File: src/rtl/uart_pkg.sv
// Shared UART definitions: receiver FSM state encoding and default line timing.
package uart_pkg;

    // Receiver frame-tracking states.
    typedef enum logic [1:0] {
        ST_IDLE  = 2'd0,
        ST_START = 2'd1,
        ST_RECV  = 2'd2,
        ST_STOP  = 2'd3
    } uart_state_t;

    // Default system clock and line rate used when a parent does not override them.
    localparam int UART_DEFAULT_CLK_HZ   = 50_000_000;
    localparam int UART_DEFAULT_BIT_RATE = 9600;

endpackage : uart_pkg

File: src/rtl/uart_rx.sv
// UART receiver: oversamples the RX pin with the system clock, samples each bit at
// its centre, and emits every received byte with a one-cycle valid strobe. An
// all-zero frame with a low stop bit is reported as BREAK instead of data.
module uart_rx
    import uart_pkg::*;
#(
    parameter int CLK_HZ       = UART_DEFAULT_CLK_HZ,
    parameter int BIT_RATE     = UART_DEFAULT_BIT_RATE,
    parameter int PAYLOAD_BITS = 8,
    parameter int STOP_BITS    = 1
) (
    input  logic                    clk,
    input  logic                    reset,
    input  logic                    uart_rxd,
    input  logic                    uart_rx_en,
    output logic                    uart_rx_break,
    output logic                    uart_rx_valid,
    output logic [PAYLOAD_BITS-1:0] uart_rx_data
);

    localparam int CYCLES_PER_BIT = CLK_HZ / BIT_RATE;
    localparam int HALF_BIT       = CYCLES_PER_BIT / 2;
    localparam int CNT_W          = $clog2(CYCLES_PER_BIT + 1);
    localparam int BIT_W          = $clog2(PAYLOAD_BITS + 1);

    localparam logic [CNT_W-1:0] HALF_LAST = CNT_W'(HALF_BIT - 1);
    localparam logic [CNT_W-1:0] FULL_LAST = CNT_W'(CYCLES_PER_BIT - 1);
    localparam logic [BIT_W-1:0] BIT_LAST  = BIT_W'(PAYLOAD_BITS - 1);

    // Only the first stop bit is examined; any further stop bits are idle-high
    // time absorbed by IDLE. A frame format without a stop bit has nothing to check.
    localparam bit CHECK_STOP = (STOP_BITS != 0);

    logic                    r_rxd_meta;
    logic                    r_rxd_sync;
    uart_state_t             r_state;
    uart_state_t             w_state_next;
    logic [CNT_W-1:0]        r_cycle_cnt;
    logic [BIT_W-1:0]        r_bit_cnt;
    logic [PAYLOAD_BITS-1:0] r_shift;
    logic [PAYLOAD_BITS-1:0] r_data;
    logic                    r_valid;
    logic                    r_break;
    logic                    r_armed;

    logic w_half_tick;
    logic w_bit_tick;
    logic w_stop_good;
    logic w_cnt_clear;
    logic w_shift_en;
    logic w_frame_ok;
    logic w_frame_break;
    logic w_stop_low;

    // Bring the asynchronous pin into the clock domain; idle-high reset level
    // keeps reset release from looking like a start bit.
    // NOTE: clocked state always uses non-blocking (<=) so every flop samples
    // pre-edge values regardless of block ordering.
    always_ff @(posedge clk or posedge reset) begin
        if (reset) begin
            r_rxd_meta <= 1'b1;
            r_rxd_sync <= 1'b1;
        end else begin
            r_rxd_meta <= uart_rxd;
            r_rxd_sync <= r_rxd_meta;
        end
    end

    assign w_half_tick = (r_cycle_cnt == HALF_LAST);
    assign w_bit_tick  = (r_cycle_cnt == FULL_LAST);
    assign w_stop_good = r_rxd_sync | ~CHECK_STOP;

    // FSM state register.
    always_ff @(posedge clk or posedge reset) begin
        if (reset) begin
            r_state <= ST_IDLE;
        end else begin
            r_state <= w_state_next;
        end
    end

    // Next-state logic: disabling the receiver abandons any frame in progress.
    // NOTE: every always_comb output gets a default first so no path leaves it
    // unassigned, which would otherwise infer a latch.
    always_comb begin
        w_state_next = r_state;
        if (!uart_rx_en) begin
            w_state_next = ST_IDLE;
        end else begin
            case (r_state)
                ST_IDLE:  if (!r_rxd_sync && r_armed) w_state_next = ST_START;
                ST_START: if (w_half_tick) w_state_next = r_rxd_sync ? ST_IDLE : ST_RECV;
                ST_RECV:  if (w_bit_tick && (r_bit_cnt == BIT_LAST)) w_state_next = ST_STOP;
                ST_STOP:  if (w_bit_tick) w_state_next = ST_IDLE;
                default:  w_state_next = ST_IDLE;
            endcase
        end
    end

    // Output/control decode: counter restarts, bit-centre shifts and stop-bit verdict.
    always_comb begin
        w_cnt_clear   = 1'b1;
        w_shift_en    = 1'b0;
        w_frame_ok    = 1'b0;
        w_frame_break = 1'b0;
        w_stop_low    = 1'b0;
        if (uart_rx_en) begin
            case (r_state)
                ST_START: w_cnt_clear = w_half_tick;
                ST_RECV: begin
                    w_cnt_clear = w_bit_tick;
                    w_shift_en  = w_bit_tick;
                end
                ST_STOP: begin
                    w_cnt_clear = w_bit_tick;
                    if (w_bit_tick) begin
                        if (w_stop_good) begin
                            w_frame_ok = 1'b1;
                        end else begin
                            w_stop_low    = 1'b1;
                            w_frame_break = (r_shift == '0);
                        end
                    end
                end
                default: w_cnt_clear = 1'b1;
            endcase
        end
    end

    // Cycle counter: measures half a bit in START and a whole bit in RECV/STOP.
    always_ff @(posedge clk or posedge reset) begin
        if (reset) begin
            r_cycle_cnt <= '0;
        end else if (w_cnt_clear) begin
            r_cycle_cnt <= '0;
        end else begin
            r_cycle_cnt <= r_cycle_cnt + CNT_W'(1);
        end
    end

    // Payload bit counter and LSB-first shift register.
    always_ff @(posedge clk or posedge reset) begin
        if (reset) begin
            r_bit_cnt <= '0;
            r_shift   <= '0;
        end else if (w_shift_en) begin
            r_bit_cnt <= r_bit_cnt + BIT_W'(1);
            r_shift   <= {r_rxd_sync, r_shift[PAYLOAD_BITS-1:1]};
        end else if (r_state != ST_RECV) begin
            r_bit_cnt <= '0;
        end
    end

    // After a low stop bit (break or framing error) the line must return high
    // before another start bit is accepted, so a held-low line is one event.
    always_ff @(posedge clk or posedge reset) begin
        if (reset) begin
            r_armed <= 1'b1;
        end else if (w_stop_low) begin
            r_armed <= 1'b0;
        end else if (r_rxd_sync) begin
            r_armed <= 1'b1;
        end
    end

    // Registered strobes and held data; data only changes on a good frame.
    always_ff @(posedge clk or posedge reset) begin
        if (reset) begin
            r_valid <= 1'b0;
            r_break <= 1'b0;
            r_data  <= '0;
        end else begin
            r_valid <= w_frame_ok;
            r_break <= w_frame_break;
            if (w_frame_ok) begin
                r_data <= r_shift;
            end
        end
    end

    assign uart_rx_valid = r_valid;
    assign uart_rx_break = r_break;
    assign uart_rx_data  = r_data;

endmodule : uart_rx

File: config.mk
export PLATFORM = sky130hd
export DESIGN_NAME = uart_rx
export DESIGN_NICKNAME = d
export VERILOG_FILES = /design/src/rtl/uart_pkg.sv /design/src/rtl/uart_rx.sv
export SDC_FILE = /design/constraint.sdc
export NUM_CORES = 1
export LEC_CHECK = 0
export ABC_CLOCK_PERIOD_IN_PS = 2100
export BUFFER_PORTS_ARGS = -buffer_cell sky130_fd_sc_hd__buf_4
export CAP_MARGIN = 20
export CORE_ASPECT_RATIO = 2
export CORE_MARGIN = 4
export CORE_UTILIZATION = 24
export CTS_CLUSTER_SIZE = 10
export DETAILED_ROUTE_END_ITERATION = 6
export PLACE_DENSITY = 0.42
export SLEW_MARGIN = 10
export SYNTH_ARGS = -nofsm -noshare
export SYNTH_HDL_FRONTEND = slang
export SYNTH_SLANG_ARGS = --single-unit
File: constraint.sdc
create_clock -name clk -period 2.1 [get_ports clk]
set_input_delay 0.42 -clock clk [delete_from_list [all_inputs] [get_ports clk]]
set_output_delay 0.42 -clock clk [all_outputs]
set_load 0.05 [all_outputs]
==> out/qor.csv <==
metric,value,unit
relSlewSlack,0.6551,
critPathLaunchType,flop,
syn_area,0.001882,mm²
multiInputGateArea,809.5,µm²
fmax,545.7,MHz
grt_pass1_wl,6858,µm
grt_max_degree,41,
dp_hpwl,2709,µm
timing.rr.end,uart_rx_data[6],
cp.required,2270,ps
yosysSeqAreaShare,0.5339,
hold_end,r_rxd_meta,
design_area,0.002220,mm²
cts_tree,done,
reg2reg_depth,5,
io_pins,14,
yosysWarnings,0,
drive_gt1_frac,0.2833,
grt_pass1_vias,1409,
antenna_found_initial,0,
postCtsHoldBufs,0,
grt_overflow,0,
mostFrequentLayoutCell,dfrtp_1,
min_period_over_period,0.8726,
nFillCells,811,
clk-insertion-delay-late,280,ps
switching_power,340.2,µW
maxSlewViolCount,0,
fin_skew,5.168,ps
rows,45,
ys_ff_latch,40,
cp_cell_sequence,ha_1 -> and4_1 -> nand3_2 -> nor2_4 -> mux2_2,
crit_buf_inv,0,
first_iter_violations,76,
path_clk_slew,60,ps
gp_congestion,0.7182,
ant_nets,0,
core,0.007601,mm²
share_comb_of_total_power,0.025,
internal-power,1.228,mW
pre_cts_slack,253.3,ps
cts_root_buf,clkbuf_16,
cts.htree.levels,2,
synthCells,160,
synthMuxAreaShare,0.09574,
arrival,2000,ps
numCtsBuffers,5,
p_per_area,706.7,mW/mm²
cts_sinks,40,
die_y,133.2,µm
leakage,0.9689,nW
hold_depth,1,
cts_resized,0,
r2r_start,r_cycle_cnt[0],
syn_to_final_growth,17.95,%
report.final.hold_viol_count,0,
vias,1244,
critPathTopFamily,simple AND/OR/NAND/NOR gates,
synth_compound_area_frac,0.04189,
postCtsSetupRepairBufs,0,
dieArea,0.009408,mm²
synth_top_family_by_area,simple AND/OR/NAND/NOR gates,
die-width,70.62,µm
status,completed,
placed_cell_area,0.002078,mm²
rsz0062_at_grt,no,
synth.distinct_cells,40,
nets,185,
antenna_cells,0,
pwr-share-clk,0.476,
synth_xor_area_frac,0.05585,
tightest_slew,517.3,ps
sw_frac_of_total,0.2169,
finalCriticalPeriod,1833,ps
port_buffers,13,
initial_core_util,0.2476,
reg2reg_slack,270,ps
crit_fanout,8,
final_cell_mix,"dfrtp_1 (37), nor2_1 (19), buf_4 (17)",
synth-simple-area-share,0.2234,
clockBufferDepth,2,
hold_path_class,in2reg,
ir_drop,291.8,µV
setup_violations,0,
wl_per_cell,13.88,µm
crit_path_top_delay_cell,dfrtp_1,
synth_fa_ha_area_frac,0.01330,
final_core_util,0.2920,
crit_path_end_kind,flop,
synth_nets,166,
fin_ws,267.5,ps
dr.pass1.iters,4,
track_usage,0.09526,
via_per_inst,4.540,
critPathKind,reg2reg,
pwr-share-seq,0.499,
final-seq-area,0.001005,mm²
wl,3802,µm
hold_start,uart_rxd,
cpPeakStageDelay,390,ps
maxCapViolations,0,
tns,0,ps
drc,0,
syn_area_per_cell,11.76,µm²
## state kept, by name (all words and copies together), names as in the netlist
register       flops
r_state            2
r_rxd_meta         1
uart_rx_break      1
uart_rx_valid      1
r_shift            8
r_bit_cnt          4
r_armed            1
uart_rx_data       8
r_rxd_sync         1
r_cycle_cnt       13
## logic make-up (layout without fill, tap and decap cells)
kind of cell	count (synthesis)	after routing
AOI/OAI and AO/OA	11	11
xor gates and xnor gates	12	12
adders and majority gates	2	2
buffers and inverters	10	30
DFF	40	40
muxes	16	16
and+or+nand+nor	69	69
## worst max path at each step
| stage | cells after the start | end | from |
|---|---|---|---|
| finish | 5 | uart_rx_data[6] | r_cycle_cnt[0] |
| global route | 5 | uart_rx_data[6] | r_cycle_cnt[0] |
| CTS | 5 | uart_rx_data[2] | r_cycle_cnt[0] |
| detailed placement | 5 | uart_rx_data[2] | r_cycle_cnt[0] |
| global placement | 5 | uart_rx_data[6] | r_cycle_cnt[0] |
| floorplan | 5 | uart_rx_data[0] | r_cycle_cnt[0] |
## area by class of cell
class | instances | area share
Clock buffer | 6 | 0.05806
Clock inverter | 2 | 0.005637
Inverter | 5 | 0.008455
Multi-Input combinational cell | 110 | 0.3647
Sequential cell | 40 | 0.4526
Tap cell | 94 | 0.05299
Timing Repair Buffer | 17 | 0.05750
## power by group through the flow
stage	logic, mW	registers, mW	clock network (mW)
3_3_place_gp	0.0423	0.797	0
2_1_floorplan	0.0254	0.795	0
5_1_grt	0.0468	0.783	0.814
3_5_place_dp	0.0421	0.797	0
6_report	0.0392	0.783	0.746
4_1_cts	0.0419	0.783	0.782
## Yosys cell counts
cell type  instances  share of area
inv_1              5          0.010
nand3_1           10          0.027
nor3_1             7          0.019
mux2_1             1         0.0060
a221oi_1           1         0.0047
or2_2              1         0.0033
a32oi_2            1         0.0086
buf_4              2         0.0080
a31o_2             1         0.0047
nand4_2            1         0.0066
and3b_1            1         0.0047
a21boi_1           1         0.0040
o21ai_0            5          0.013
nor2_1            19          0.038
ha_1               2          0.013
and2_1             2         0.0066
nor3b_1            1         0.0040
a21oi_1            1         0.0027
or3_1              1         0.0033
nand2_1            6          0.012
nand3_2            1         0.0053
nand4_1            6          0.020
nor2b_1            1         0.0033
nor4_1             2         0.0066
o31ai_1            1         0.0040
xor2_1             2         0.0093
nand4bb_1          1         0.0060
dfrtp_1           37           0.49
nor2_4             1         0.0060
and4b_1            1         0.0053
and3_1             1         0.0033
and4bb_2           1         0.0066
dfstp_2            3          0.042
buf_6              3          0.018
nor4b_4            2          0.025
and4_1             1         0.0047
nand2b_1           1         0.0033
xnor2_1           10          0.047
and2b_1            1         0.0040
mux2_2            15          0.090
## layer usage
layer,global-route usage,wire length (µm)
met5,0,0
met4,0.06172,123
met3,0.02266,96
met2,0.1696,2092
met1,0.09661,1490
## through the flow
stage / std cells / total power, mW / hold slack, ps
final: 274 / 1.569 / 243.9
after global routing: 274 / 1.644 / 231.8
after CTS: 274 / 1.607 / 232.6
after detailed placement: 266 / 0.8387 / 348.1
after global placement: 266 / 0.8389 / 347.9
after floorplan: 160 / 0.8200 / 345.2
Power figures use the tool's default switching activity.
